$ cat src/rtl/vol_ramp_stage_if.sv
// vol_ramp_stage_if: pop/ack sample bus around vol_ramp_stage.
// Carries the per-channel volume words plus both handshake sides:
//   vol_i   NUM_CH*32  per-channel control: bit31 mute, bits15:0 target gain (Q1.15)
//   pop_o   NUM_CH     sample request forwarded upstream
//   ack_i   NUM_CH     upstream sample valid
//   data_i  NUM_CH*24  upstream samples, two's complement
//   pop_i   NUM_CH     sample request from downstream
//   ack_o   NUM_CH     scaled sample valid (one-hot pulse)
//   data_o  24         scaled sample for the flagged channel
// slave is the stage's view, master the surrounding environment.
interface vol_ramp_stage_if #(
    parameter int NUM_CH = 2
);
    logic [NUM_CH*32-1:0] vol_i;
    logic [NUM_CH-1:0]    pop_o;
    logic [NUM_CH-1:0]    ack_i;
    logic [NUM_CH*24-1:0] data_i;
    logic [NUM_CH-1:0]    pop_i;
    logic [NUM_CH-1:0]    ack_o;
    logic [23:0]          data_o;

    modport slave (
        input  vol_i, ack_i, data_i, pop_i,
        output pop_o, ack_o, data_o
    );

    modport master (
        output vol_i, ack_i, data_i, pop_i,
        input  pop_o, ack_o, data_o
    );
endinterface

$ cat src/rtl/vol_ramp_stage.sv
// vol_ramp_stage: per-channel digital volume / soft-mute stage.
// Forwards downstream pops upstream, captures returned samples and scales
// each by a per-channel gain that ramps by RAMP_STEP per processed sample
// toward the programmed target (0 when muted).
// Ports:
//   clk     system clock
//   rst     synchronous active-high reset
//   rst_ch  per-channel synchronous clear of gain and pending sample
//   bus     vol_ramp_stage_if.slave (vol_i, pop/ack/data on both sides)
module vol_ramp_stage #(
    parameter int          NUM_CH    = 2,
    parameter logic [15:0] RAMP_STEP = 16'h0100
) (
    input  logic              clk,
    input  logic              rst,
    input  logic [NUM_CH-1:0] rst_ch,
    vol_ramp_stage_if.slave   bus
);
    localparam int CH_W = (NUM_CH > 1) ? $clog2(NUM_CH) : 1;

    logic [23:0]       hold     [NUM_CH];
    logic [15:0]       cur_gain [NUM_CH];
    logic [NUM_CH-1:0] pend;

    logic              iss_valid;
    logic [CH_W-1:0]   iss_ch;
    logic [15:0]       iss_gain;
    logic [15:0]       nxt_gain;
    logic [16:0]       eff;
    logic [16:0]       up;
    logic signed [40:0] prod;

    logic              s1_valid;
    logic [CH_W-1:0]   s1_ch;
    logic signed [40:0] s1_prod;
    logic signed [40:0] q;
    logic [23:0]       sat;

    // Lowest pending channel wins; a channel being cleared this cycle is skipped.
    always_comb begin
        iss_valid = 1'b0;
        iss_ch    = '0;
        for (int unsigned i = 0; i < NUM_CH; i++) begin
            if (pend[i] && !rst_ch[i] && !iss_valid) begin
                iss_valid = 1'b1;
                iss_ch    = CH_W'(i);
            end
        end
    end

    // Product uses the gain before this sample's ramp update.
    always_comb begin
        iss_gain = cur_gain[iss_ch];
        eff      = bus.vol_i[32*iss_ch+31] ? '0 : {1'b0, bus.vol_i[32*iss_ch +: 16]};
        up       = {1'b0, iss_gain} + {1'b0, RAMP_STEP};
        nxt_gain = iss_gain;
        if ({1'b0, iss_gain} < eff) begin
            nxt_gain = (up > eff) ? eff[15:0] : up[15:0];
        end else if ({1'b0, iss_gain} > eff) begin
            nxt_gain = ({1'b0, iss_gain} >= eff + {1'b0, RAMP_STEP})
                     ? iss_gain - RAMP_STEP : eff[15:0];
        end
        prod = 41'($signed(hold[iss_ch])) * 41'($signed({1'b0, iss_gain}));
    end

    // Floor via arithmetic shift, then clamp to the 24-bit signed range.
    always_comb begin
        q = s1_prod >>> 15;
        if (q[40:23] == '0 || q[40:23] == '1) begin
            sat = q[23:0];
        end else begin
            sat = q[40] ? 24'h800000 : 24'h7FFFFF;
        end
    end

    always_ff @(posedge clk) begin
        if (rst) begin
            bus.pop_o  <= '0;
            bus.ack_o  <= '0;
            bus.data_o <= '0;
            pend       <= '0;
            s1_valid   <= 1'b0;
            s1_ch      <= '0;
            s1_prod    <= '0;
            for (int unsigned i = 0; i < NUM_CH; i++) begin
                cur_gain[i] <= '0;
            end
        end else begin
            bus.pop_o <= bus.pop_i;
            s1_valid  <= iss_valid;
            s1_ch     <= iss_ch;
            s1_prod   <= prod;
            bus.ack_o <= '0;
            if (s1_valid) begin
                bus.ack_o[s1_ch] <= 1'b1;
                bus.data_o       <= sat;
            end
            for (int unsigned i = 0; i < NUM_CH; i++) begin
                if (rst_ch[i]) begin
                    pend[i]     <= 1'b0;
                    cur_gain[i] <= '0;
                end else begin
                    if (iss_valid && iss_ch == CH_W'(i)) begin
                        pend[i]     <= 1'b0;
                        cur_gain[i] <= nxt_gain;
                    end
                    // A fresh capture overrides the issue clear for the same channel.
                    if (bus.ack_i[i]) begin
                        pend[i] <= 1'b1;
                        hold[i] <= bus.data_i[24*i +: 24];
                    end
                end
            end
        end
    end
endmodule

$ cat src/flat_wrapper.sv
// flat-port wrapper written by rule: the top's interface ports become plain ports
module vol_ramp_stage_flat 
#(
    parameter int          NUM_CH    = 2,
    parameter logic [15:0] RAMP_STEP = 16'h0100
)
  (clk, rst, rst_ch, bus_vol_i, bus_ack_i, bus_data_i, bus_pop_i, bus_pop_o, bus_ack_o, bus_data_o);
  vol_ramp_stage_if #(.NUM_CH(NUM_CH)) bus_i ();
  input  logic clk;
  input  logic rst;
  input  logic [NUM_CH-1:0] rst_ch;
  input wire logic [$bits(bus_i.vol_i)-1:0] bus_vol_i;
  input wire logic [$bits(bus_i.ack_i)-1:0] bus_ack_i;
  input wire logic [$bits(bus_i.data_i)-1:0] bus_data_i;
  input wire logic [$bits(bus_i.pop_i)-1:0] bus_pop_i;
  output wire logic [$bits(bus_i.pop_o)-1:0] bus_pop_o;
  output wire logic [$bits(bus_i.ack_o)-1:0] bus_ack_o;
  output wire logic [$bits(bus_i.data_o)-1:0] bus_data_o;
  assign bus_i.vol_i = bus_vol_i;
  assign bus_i.ack_i = bus_ack_i;
  assign bus_i.data_i = bus_data_i;
  assign bus_i.pop_i = bus_pop_i;
  assign bus_pop_o = bus_i.pop_o;
  assign bus_ack_o = bus_i.ack_o;
  assign bus_data_o = bus_i.data_o;
  vol_ramp_stage #(.NUM_CH(NUM_CH), .RAMP_STEP(RAMP_STEP)) u_core (.clk(clk), .rst(rst), .rst_ch(rst_ch), .bus(bus_i));
endmodule
$ cat config.mk
export PLATFORM = sky130hd
export DESIGN_NAME = vol_ramp_stage_flat
export DESIGN_NICKNAME = d
export VERILOG_FILES = /design/src/rtl/vol_ramp_stage_if.sv /design/src/rtl/vol_ramp_stage.sv /design/src/flat_wrapper.sv
export SDC_FILE = /design/constraint.sdc
export NUM_CORES = 1
export LEC_CHECK = 0
export ABC_AREA = 1
export BUFFER_PORTS_ARGS = -buffer_cell sky130_fd_sc_hd__buf_2
export CAP_MARGIN = 20
export CELL_PAD_IN_SITES_DETAIL_PLACEMENT = 0
export CELL_PAD_IN_SITES_GLOBAL_PLACEMENT = 2
export CORE_AREA = 5 5 270 272
export CTS_CLUSTER_SIZE = 30
export DETAILED_ROUTE_END_ITERATION = 6
export DIE_AREA = 0 0 275 277
export PLACE_DENSITY_LB_ADDON = 0.1
export SLEW_MARGIN = 20
export SYNTH_ARGS = -nofsm -noshare
export SYNTH_HDL_FRONTEND = slang
export SYNTH_SLANG_ARGS = --single-unit
$ cat constraint.sdc
create_clock -name clk -period 7.1 [get_ports clk]
set_input_delay 1.065 -clock clk [delete_from_list [all_inputs] [get_ports clk]]
set_output_delay 1.065 -clock clk [all_outputs]
set_load 0.02 [all_outputs]
==> results of run 1 <==
==> power breakdown <==
part | internal, mW | switching (mW) | leakage [nW]
sequential | 0.968 | 0.0270 | 1.28
combinational | 3.76 | 4.58 | 11.9
clock | 0.477 | 0.430 | 0.298
==> layout make-up <==
cell class | count | area, um^2
clock buffer | 17 | 425.4
clock inverter | 15 | 188.9
fill | 7430 | 44050
inverter | 607 | 2305
multi-input combinational | 1722 | 15090
sequential | 138 | 3563
tap | 950 | 1189
timing repair buffer | 472 | 3691
==> per-layer routing <==
metal | GRT usage (%) | up-vias
met5 | 0 | -
met4 | 4.466 | 0
met3 | 2.192 | 53
met2 | 32.12 | 320
met1 | 25.27 | 8919
li1 | - | 8488
==> kinds of logic after synthesis <==
kind of cell             synth area share, %
flip-flops                             17.08
adder cells (fa/ha/maj)                44.03
buffers and inverters                  12.68
AO/OA/AOI/OAI                          7.450
AND/OR/NAND/NOR                        17.71
XOR/XNOR                               1.050
==> how the worst max path moves through the flow <==
stage               from                       endpoint  cells after the start
6_report       rst_ch[1]  u_core.s1_prod[37]$_SDFF_PP0_                     31
5_1_grt        rst_ch[1]  u_core.s1_prod[28]$_SDFF_PP0_                     32
4_1_cts        rst_ch[0]  u_core.s1_prod[37]$_SDFF_PP0_                     30
3_5_place_dp   rst_ch[0]  u_core.s1_prod[37]$_SDFF_PP0_                     29
3_3_place_gp   rst_ch[0]  u_core.s1_prod[37]$_SDFF_PP0_                     29
2_1_floorplan  rst_ch[1]  u_core.s1_prod[37]$_SDFF_PP0_                     27
==> sequential cells by signal, summed over array words and instances (netlist names) <==
| name | flops |
|---|---|
| u_core.s1_prod | 26 |
| u_core.hold | 48 |
| u_core.bus.pop_o | 2 |
| u_core.cur_gain | 32 |
| u_core.s1_valid | 1 |
| u_core.bus.data_o | 24 |
| u_core.s1_ch | 1 |
| u_core.pend | 2 |
| u_core.bus.ack_o | 2 |
==> what timing repair did <==
action | CTS | global route
setup buffers | 0 | 19
gates resized for setup | 7 | 125
hold endpoints to repair | 0 | 0
gates cloned | 0 | 4
pin swaps | 2 | 28
setup endpoints to repair | 1 | 21
==> cells in the final DEF, fill, tap and decap left out, types with 30 or more instances in the layout <==
master	Yosys	routed
a21oi_1	119	106
inv_1	596	588
edfxtp_1	80	80
nor2_1	272	251
buf_2	23	117
dfxtp_1	58	58
buf_4	3	315
ha_1	134	131
fa_1	375	365
buf_12	0	30
nand3_1	75	72
nand2_1	502	497
o21ai_0	94	71
==> results.cfg, run 1 <==
[routing]
highest_layer = met4
drt-met1-wl_um = 31450
drtIter0Drc = 947
routed_wl_um = 69460
ant_nets = 0
avgRoutedWirePerCell_um = 17.72
drc = 0
vias = 17780
routed-wl-met3_um = 2600
drt_pass1_iterations = 5
drt-vias-per-instance = 4.535
wl_met2_um = 34030

[clock_network]
numCtsBuffers = 17
cts_hold_buffers = 0
cts_buffer_depth = 2
cts-root-buf = clkbuf_16
clk_latency_ps = 470
cts_tree = done
clock_sinks = 138
clk_pin_slew_ps = 70
h-tree-depth = 4

[layout]
fin_cells = 3921
design_area_um2 = 26450
final_util_pct = 37.52
nNetsFinal = 3587
diodes = 0
drive_gt1_share_pct = 21.61
area_delta_synth_final_pct = 26.82

[grt]
grt_pass1_vias = 19100
grt-ovfl-total = 0
grt_use_total_pct = 18.71
grt_pass1_wl_um = 109000
antenna_found_initial = 0
grt_max_degree = 36

[logic_synthesis]
ys_top_cells_by_count = inv_1 (596), nand2_1 (502), fa_1 (375), nor2_1 (272), ha_1 (134)
synth_top_area_share_pct = 35.99
synth.avg_cell_area_um2 = 8.184
synthFlopType = edfxtp_1
yosysMostFrequentCell = inv_1
synth-seq-area-share_pct = 17.08
netlist_instances = 2549
syn-num-nets = 3178
yosysWarnings = 0
synth.distinct_cells = 45
async_flop_share_pct = 0
yosys.area.top_type = fa_1
synth-seq-cells = 138
synth_area_leaders = fa_1 (36%), edfxtp_1 (12%), inv_1 (11%)
synth_edf_count = 80
syn_area_um2 = 20860

[sta]
tightest_slew_ps = 981.1
setup_violations = 0
rsz0062_at_grt = true
slew_violations = 0
hold_viol_final = 0
layout_setup_ws_ps = 258.4
fmax_ghz = 0.1462
relSlewSlack_pct = 34.41
finalHoldWorstSlack_ps = 430.8
setup_tns_ps = 0
skew_ps = 16.57
layout_min_cycle_time_ps = 6842
finalCritPeriodShare_pct = 96.36

[min_path]
hold_path_depth = 1
min_from = u_core.s1_ch$_SDFF_PP0_
hp-class = reg -> reg
min_to = u_core.bus.ack_o[0]$_SDFF_PP0_

[power]
peakVddDrop_mv = 0.3377
p_total_mw = 10.25
power.leakage_nw = 13.47
power.density_nw_per_um2 = 387.4

[critical_path]
ff2ff_setup_slack_ps = 590
critPathRequiredTime_ps = 7450
r2r_end = u_core.s1_prod[37]$_SDFF_PP0_
crit_arrival_ps = 7190
r2r-start = u_core.pend[1]$_SDFFE_PP0P_
reg2regPathDepth = 31
cp_slowest_cell = fa_1
crit_fanout = 16
critPathKind = in -> reg
crit_path_frequent_cell = inv_1
slowest_delay_ps = 530
end_kind = register
crit_path_start_kind = input port
cpLargestDelayFamily = adder cells
crit_buf_inv = 12

[placed_design]
postPlaceCellArea_um2 = 25140
post-place-ws_ps = -942.0
io_buffers = 117
gp_congestion = 0.8505
dp_hpwl_um = 59260
dpl.cell_count = 3866

[floorplan]
fp.dieW_um = 275
fp.dieH_um = 277
coreArea_um2 = 70510
die-area_um2 = 76180
io_pins = 148
fp-row-count = 98
initial_core_util_pct = 29.59

[run_status]
status = completed

[flow_run]
max_cap_violations = 0
Note: power is estimated with default switching activity, not from simulation.
==> run 2: changes to the inputs <==
--- a/config.mk
+++ b/config.mk
@@ -10,10 +10,10 @@
 export CAP_MARGIN = 20
 export CELL_PAD_IN_SITES_DETAIL_PLACEMENT = 0
 export CELL_PAD_IN_SITES_GLOBAL_PLACEMENT = 2
-export CORE_AREA = 5 5 270 272
+export CORE_AREA = 5 5 251 253
 export CTS_CLUSTER_SIZE = 30
 export DETAILED_ROUTE_END_ITERATION = 6
-export DIE_AREA = 0 0 275 277
+export DIE_AREA = 0 0 256 258
 export PLACE_DENSITY_LB_ADDON = 0.1
 export SLEW_MARGIN = 20
 export SYNTH_ARGS = -nofsm -noshare
==> run 2 against run 1 <==
  * Clock-buffer cell count is 1 higher
  * Routed wire length is 3.3% lower
  * Core utilization up 5.5 points
  * Largest cell class unchanged
  * Setup slack got worse by 30 ps
  * Register-to-register slack barely moved
  * Non-clock buffer count is 14 higher
  * Hold slack lost 3.2 ps
  * Highest routed layer unchanged
  * Via count increased by 0.56%
==> results.cfg, run 2 (synthesis gave the netlist of run 1 again) <==
[power]
swShare_pct = 48.46
pwr-share-seq_pct = 9.6
power.density_nw_per_um2 = 395.2
p_int_mw = 5.333
total_switching_power_mw = 5.013
power.leakage_nw = 13.46
pwr-share-comb_pct = 80.9
clockPowerShare_pct = 9.5
peakVddDrop_mv = 0.4479

[floorplan]
fp-row-count = 91
fp.dieW_um = 256
fp.dieH_um = 258
io_pins = 148
initial_core_util_pct = 34.31
die-area_um2 = 66050
coreArea_um2 = 60800

[routing]
routed_wl_um = 67140
drt_pass1_iterations = 6
avgRoutedWirePerCell_um = 17.79
drt-vias-per-instance = 4.738
ant_nets = 0
drtIter0Drc = 963
drc = 0
vias = 17880

[clock_network]
numCtsBuffers = 17
clock_sinks = 138
cts_buffer_depth = 2
clk_latency_ps = 450
cts-root-buf = clkbuf_16
clk_pin_slew_ps = 60
h-tree-depth = 4
cts_hold_buffers = 0
cts_tree = done

[layout]
area_delta_synth_final_pct = 25.50
final_util_pct = 43.06
reg_top3 = u_core.hold x48, u_core.cur_gain x32, u_core.s1_prod x26
largest_reg_flops = 48
diodes = 0
layout_commonest_cell = inv_1
largest-register = u_core.hold
drive_gt1_share_pct = 21.72
nNetsFinal = 3600
layout_common_cells = inv_1 (581), nand2_1 (496), fa_1 (371)

[critical_path]
ff2ff_setup_slack_ps = 580
crit_path_start_kind = input port
end_kind = register
cpLargestDelayFamily = adder cells
crit_buf_inv = 11
crit_fanout = 8
critPathKind = in -> reg
r2r_end = u_core.s1_prod[39]$_SDFF_PP0_
crit_arrival_ps = 7240
r2r-start = u_core.pend[1]$_SDFFE_PP0P_
reg2regPathDepth = 33
slowest_delay_ps = 550
cp_slowest_cell = fa_1
crit_path_frequent_cell = inv_1
critPathRequiredTime_ps = 7470

[sta]
relSlewSlack_pct = 38.02
fmax_ghz = 0.1455
tightest_slew_ps = 927.1
slew_violations = 0
hold_viol_final = 0
layout_setup_ws_ps = 228.6
skew_ps = 12.99
finalCritPeriodShare_pct = 96.78
setup_violations = 0
rsz0062_at_grt = true
layout_min_cycle_time_ps = 6871

[grt]
grt_max_degree = 31
grt_pass1_vias = 19070
antenna_found_initial = 1
grt-ovfl-total = 0
grt_use_total_pct = 20.87
grt_pass1_wl_um = 106700

[min_path]
min_to = u_core.bus.ack_o[0]$_SDFF_PP0_
hold_path_depth = 1
min_from = u_core.s1_ch$_SDFF_PP0_
hp-class = reg -> reg

[placed_design]
gp_congestion = 0.8591
dp_hpwl_um = 57630
post-place-ws_ps = -541.7
io_buffers = 117

[run_status]
status = completed

[flow_run]
max_cap_violations = 0
## run 2: changes by cell type in the layout (fill, tap and decap cells not counted), moves of 7 or more
cell,previous run,this run
inv_1,588,581
o21ai_4,10,3
buf_4,315,335
nor2_2,19,26
o21ai_1,19,29
inv_2,7,14
## run 2: per-layer routing
layer  track usage (%)  vias to the layer above  part of all wire [%]
met3             1.946                       76                   3.0
met4             6.312                        0                   3.1
met5                 0                        -                     0
li1                  -                     8511                     -
met1             26.94                     8996                    44
met2             37.35                      297                    50
## run 2: how the worst max path moves through the flow
stage                   start                       endpoint  slack, ps  depth (start not counted)
floorplan           rst_ch[1]  u_core.s1_prod[37]$_SDFF_PP0_          4                         27
global placement    rst_ch[1]  u_core.s1_prod[37]$_SDFF_PP0_       -610                         30
detailed placement  rst_ch[1]  u_core.s1_prod[35]$_SDFF_PP0_       -540                         27
CTS                 rst_ch[0]  u_core.s1_prod[35]$_SDFF_PP0_         10                         31
global route        rst_ch[0]  u_core.s1_prod[39]$_SDFF_PP0_        -40                         36
finish              rst_ch[1]  u_core.s1_prod[39]$_SDFF_PP0_        230                         33
## run 2: metrics by stage
stage / hold WS [ps] / total power, mW / cell area [um^2] / setup TNS, ps / std cells
3_3_place_gp: 412.7 / 8.912 / 25000 / -7617 / 3725
3_5_place_dp: 416.7 / 8.924 / 25000 / -7953 / 3725
4_1_cts: 429.4 / 9.986 / 25660 / 0 / 3757
6_report: 427.5 / 10.35 / 26180 / 0 / 3774
5_1_grt: 464.2 / 11.50 / 26180 / -117.7 / 3774
2_1_floorplan: 391.8 / 5.176 / 20870 / 0 / 2549
## run 2: cell type report
class	instances	area, um^2
Inverter	607	2305
Clock buffer	18	429.2
Fill cell	6285	34620
Sequential cell	138	3563
Multi-Input combinational cell	1721	14970
Timing Repair Buffer	486	3715
Clock inverter	14	209.0
Tap cell	790	988.4
## run 2: power groups by stage
| stage | clock (mW) | combinational [mW] | sequential [mW] |
|---|---|---|---|
| after floorplan | 0 | 4.16 | 1.01 |
| after detailed placement | 0 | 7.91 | 1.02 |
| after global placement | 0 | 7.90 | 1.01 |
| after global routing | 1.04 | 9.45 | 1.01 |
| after CTS | 1.00 | 7.98 | 0.998 |
| final | 0.982 | 8.37 | 0.997 |
## run 2: repair_timing
| action | 4_1_cts | 5_1_grt |
|---|---|---|
| resized for setup | 8 | 117 |
| pin swaps | 0 | 9 |
| setup endpoints to repair | 6 | 22 |
| cloned | 0 | 1 |
| setup buffers | 0 | 16 |
==> run 3: changes to the inputs <==
--- a/config.mk
+++ b/config.mk
@@ -11,9 +11,11 @@
 export CELL_PAD_IN_SITES_DETAIL_PLACEMENT = 0
 export CELL_PAD_IN_SITES_GLOBAL_PLACEMENT = 2
 export CORE_AREA = 5 5 251 253
+export CTS_BUF_LIST = sky130_fd_sc_hd__clkbuf_16
 export CTS_CLUSTER_SIZE = 30
 export DETAILED_ROUTE_END_ITERATION = 6
 export DIE_AREA = 0 0 256 258
+export GPL_TIMING_DRIVEN = 0
 export PLACE_DENSITY_LB_ADDON = 0.1
 export SLEW_MARGIN = 20
 export SYNTH_ARGS = -nofsm -noshare
==> run 3 against run 2 <==
  * The run now ends with setup timing left
  * Core utilization increased by 0.43 points
  * First-iteration DRC count is 20% higher
  * Sequential power is essentially flat
  * Combinational power increased by 3.9%
  * Critical endpoint is now u_core.s1_prod[37]$_SDFF_PP0_
  * Highest routed layer is now met5
==> results.cfg, run 3 (synthesis gave the netlist of run 1 again) <==
[run_status]
status = finished with violations
violations = setup timing

[grt]
antenna_found_initial = 3
globalRouteMet2Util_pct = 40.70
grt_use_total_pct = 22.92
grt-ovfl-total = 0
grt_pass1_wl_um = 113900
grt_pass1_vias = 18570
met3_usage_pct = 2.796
grt_util_met1_pct = 30.51
grt-busiest-layer = met2
grt_max_degree = 25

[routing]
drc = 0
drt-vias-per-instance = 4.853
ant_nets = 0
routed_wl_um = 75670
avgRoutedWirePerCell_um = 20.82
drt_pass1_iterations = 6
drtIter0Drc = 1152
vias = 17640

[sta]
relSlewSlack_pct = 23.12
layout_setup_ws_ps = -123.8
skew_ps = 10.09
finalHoldWorstSlack_ps = 426.3
setup_violations = 4
finalCritPeriodShare_pct = 101.7
hold_viol_final = 0
layout_min_cycle_time_ps = 7224
rsz0062_at_grt = true
tightest_slew_ps = 1153
fmax_ghz = 0.1384
slew_violations = 0

[clock_network]
numCtsBuffers = 17
cts_buffer_depth = 2
h-tree-depth = 4
cts-root-buf = clkbuf_16
cts_hold_buffers = 0
clk_pin_slew_ps = 70
cts_tree = done
clock_sinks = 138
clk_latency_ps = 450

[power]
clockPowerShare_pct = 9.3
pwr-share-comb_pct = 81.4
p_int_mw = 5.040
peakVddDrop_mv = 0.4079
power.leakage_nw = 12.95
power.density_nw_per_um2 = 404.3
pwr-share-seq_pct = 9.3
swShare_pct = 52.85
total_switching_power_mw = 5.649

[critical_path]
crit_fanout = 10
crit_path_start_kind = input port
critPathKind = in -> reg
crit_arrival_ps = 7610
critPathRequiredTime_ps = 7490
end_kind = register
slowest_delay_ps = 580
cp_slowest_cell = fa_1
crit_path_frequent_cell = fa_1

[layout]
reg_top3 = u_core.hold x48, u_core.cur_gain x32, u_core.s1_prod x26
largest_reg_flops = 48
largest-register = u_core.hold
fill_cells = 6242
drive_gt1_share_pct = 22.67
layout_commonest_cell = inv_1
nNetsFinal = 3461
design_area_um2 = 26440
area_delta_synth_final_pct = 26.75
diodes = 0
layout_common_cells = inv_1 (555), nand2_1 (469), fa_1 (360)

[floorplan]
die-area_um2 = 66050
io_pins = 148
fp.dieW_um = 256
initial_core_util_pct = 34.31
coreArea_um2 = 60800
fp-row-count = 91
fp.dieH_um = 258

[placed_design]
dp_hpwl_um = 61770
io_buffers = 117
postPlaceCellArea_um2 = 22470
gp_congestion = 0.8791

[flow_run]
max_cap_violations = 0

[min_path]
hp-class = reg -> reg
run 3: cell count changes in the layout (fill, tap and decap cells not counted), sizes merged:
cell      change
clkinvlp      +6
o21ai         +1
bufinv        -1
clkbuf       +41
clkinv        +4
inv           -8
buf         -182
run 3: what timing repair did:
item,CTS,global route
setup buffers,92,50
cloned,1,6
pin swaps,53,84
setup endpoints to repair,26,25
resized for setup,333,188
run 3: metal layers:
metal | wire length [um] | vias to the layer above
met5 | 14 | -
met4 | 1342 | 2
met3 | 3053 | 55
met2 | 37960 | 323
met1 | 33300 | 9023
li1 | - | 8239
run 3: layout make-up:
cell class	instances	area (um^2)	area share, %
Clock buffer	17	425.4	1.609
Tap cell	790	988.4	3.739
Buffer	80	740.7	2.802
Sequential cell	138	3563	13.48
Clock inverter	15	217.7	0.8234
Inverter	607	2369	8.958
Timing Repair Buffer	266	2086	7.889
Multi-Input combinational cell	1722	16050	60.70
run 3: worst paths after layout:
check,from,to,slack [ps],cells past startpoint
worst max-delay path,rst_ch[1],u_core.s1_prod[37]$_SDFF_PP0_,-120,30
worst max register to register,u_core.pend[1]$_SDFFE_PP0P_,u_core.s1_prod[37]$_SDFF_PP0_,250,30
worst min-delay path,u_core.s1_ch$_SDFF_PP0_,u_core.bus.ack_o[0]$_SDFF_PP0_,430,1
worst min register to register,u_core.s1_ch$_SDFF_PP0_,u_core.bus.ack_o[0]$_SDFF_PP0_,430,1
run 3: critical path: cells and delay by family:
kind / cells / cell delay (ps)
adders and majority gates: 7 / 3330
buffers and inverters: 12 / 1450
and+or+nand+nor: 8 / 1310
AOI/OAI and AO/OA: 3 / 430
run 3: power groups by stage:
stage	Sequential (mW)	Combinational (mW)	Clock, mW
finish	0.997	8.70	0.989
global route	1.01	9.64	1.04
CTS	0.998	7.53	1.01
detailed placement	1.01	6.18	0
global placement	1.01	6.20	0
floorplan	1.01	4.16	0
run 3: through the flow:
step           total power, mW  cells  utilization [%]  setup TNS [ps]  worst slack, ps
6_report                 10.69   3635            43.48          -175.4           -123.8
5_1_grt                  11.68   3635            43.48           -2390           -270.8
4_1_cts                  9.534   3580            41.39          -91.32           -64.68
3_5_place_dp             7.196   3458            36.96          -47350            -2651
3_3_place_gp             7.214   3456            36.91          -53990            -2996
2_1_floorplan            5.176   2549                -               0            3.734
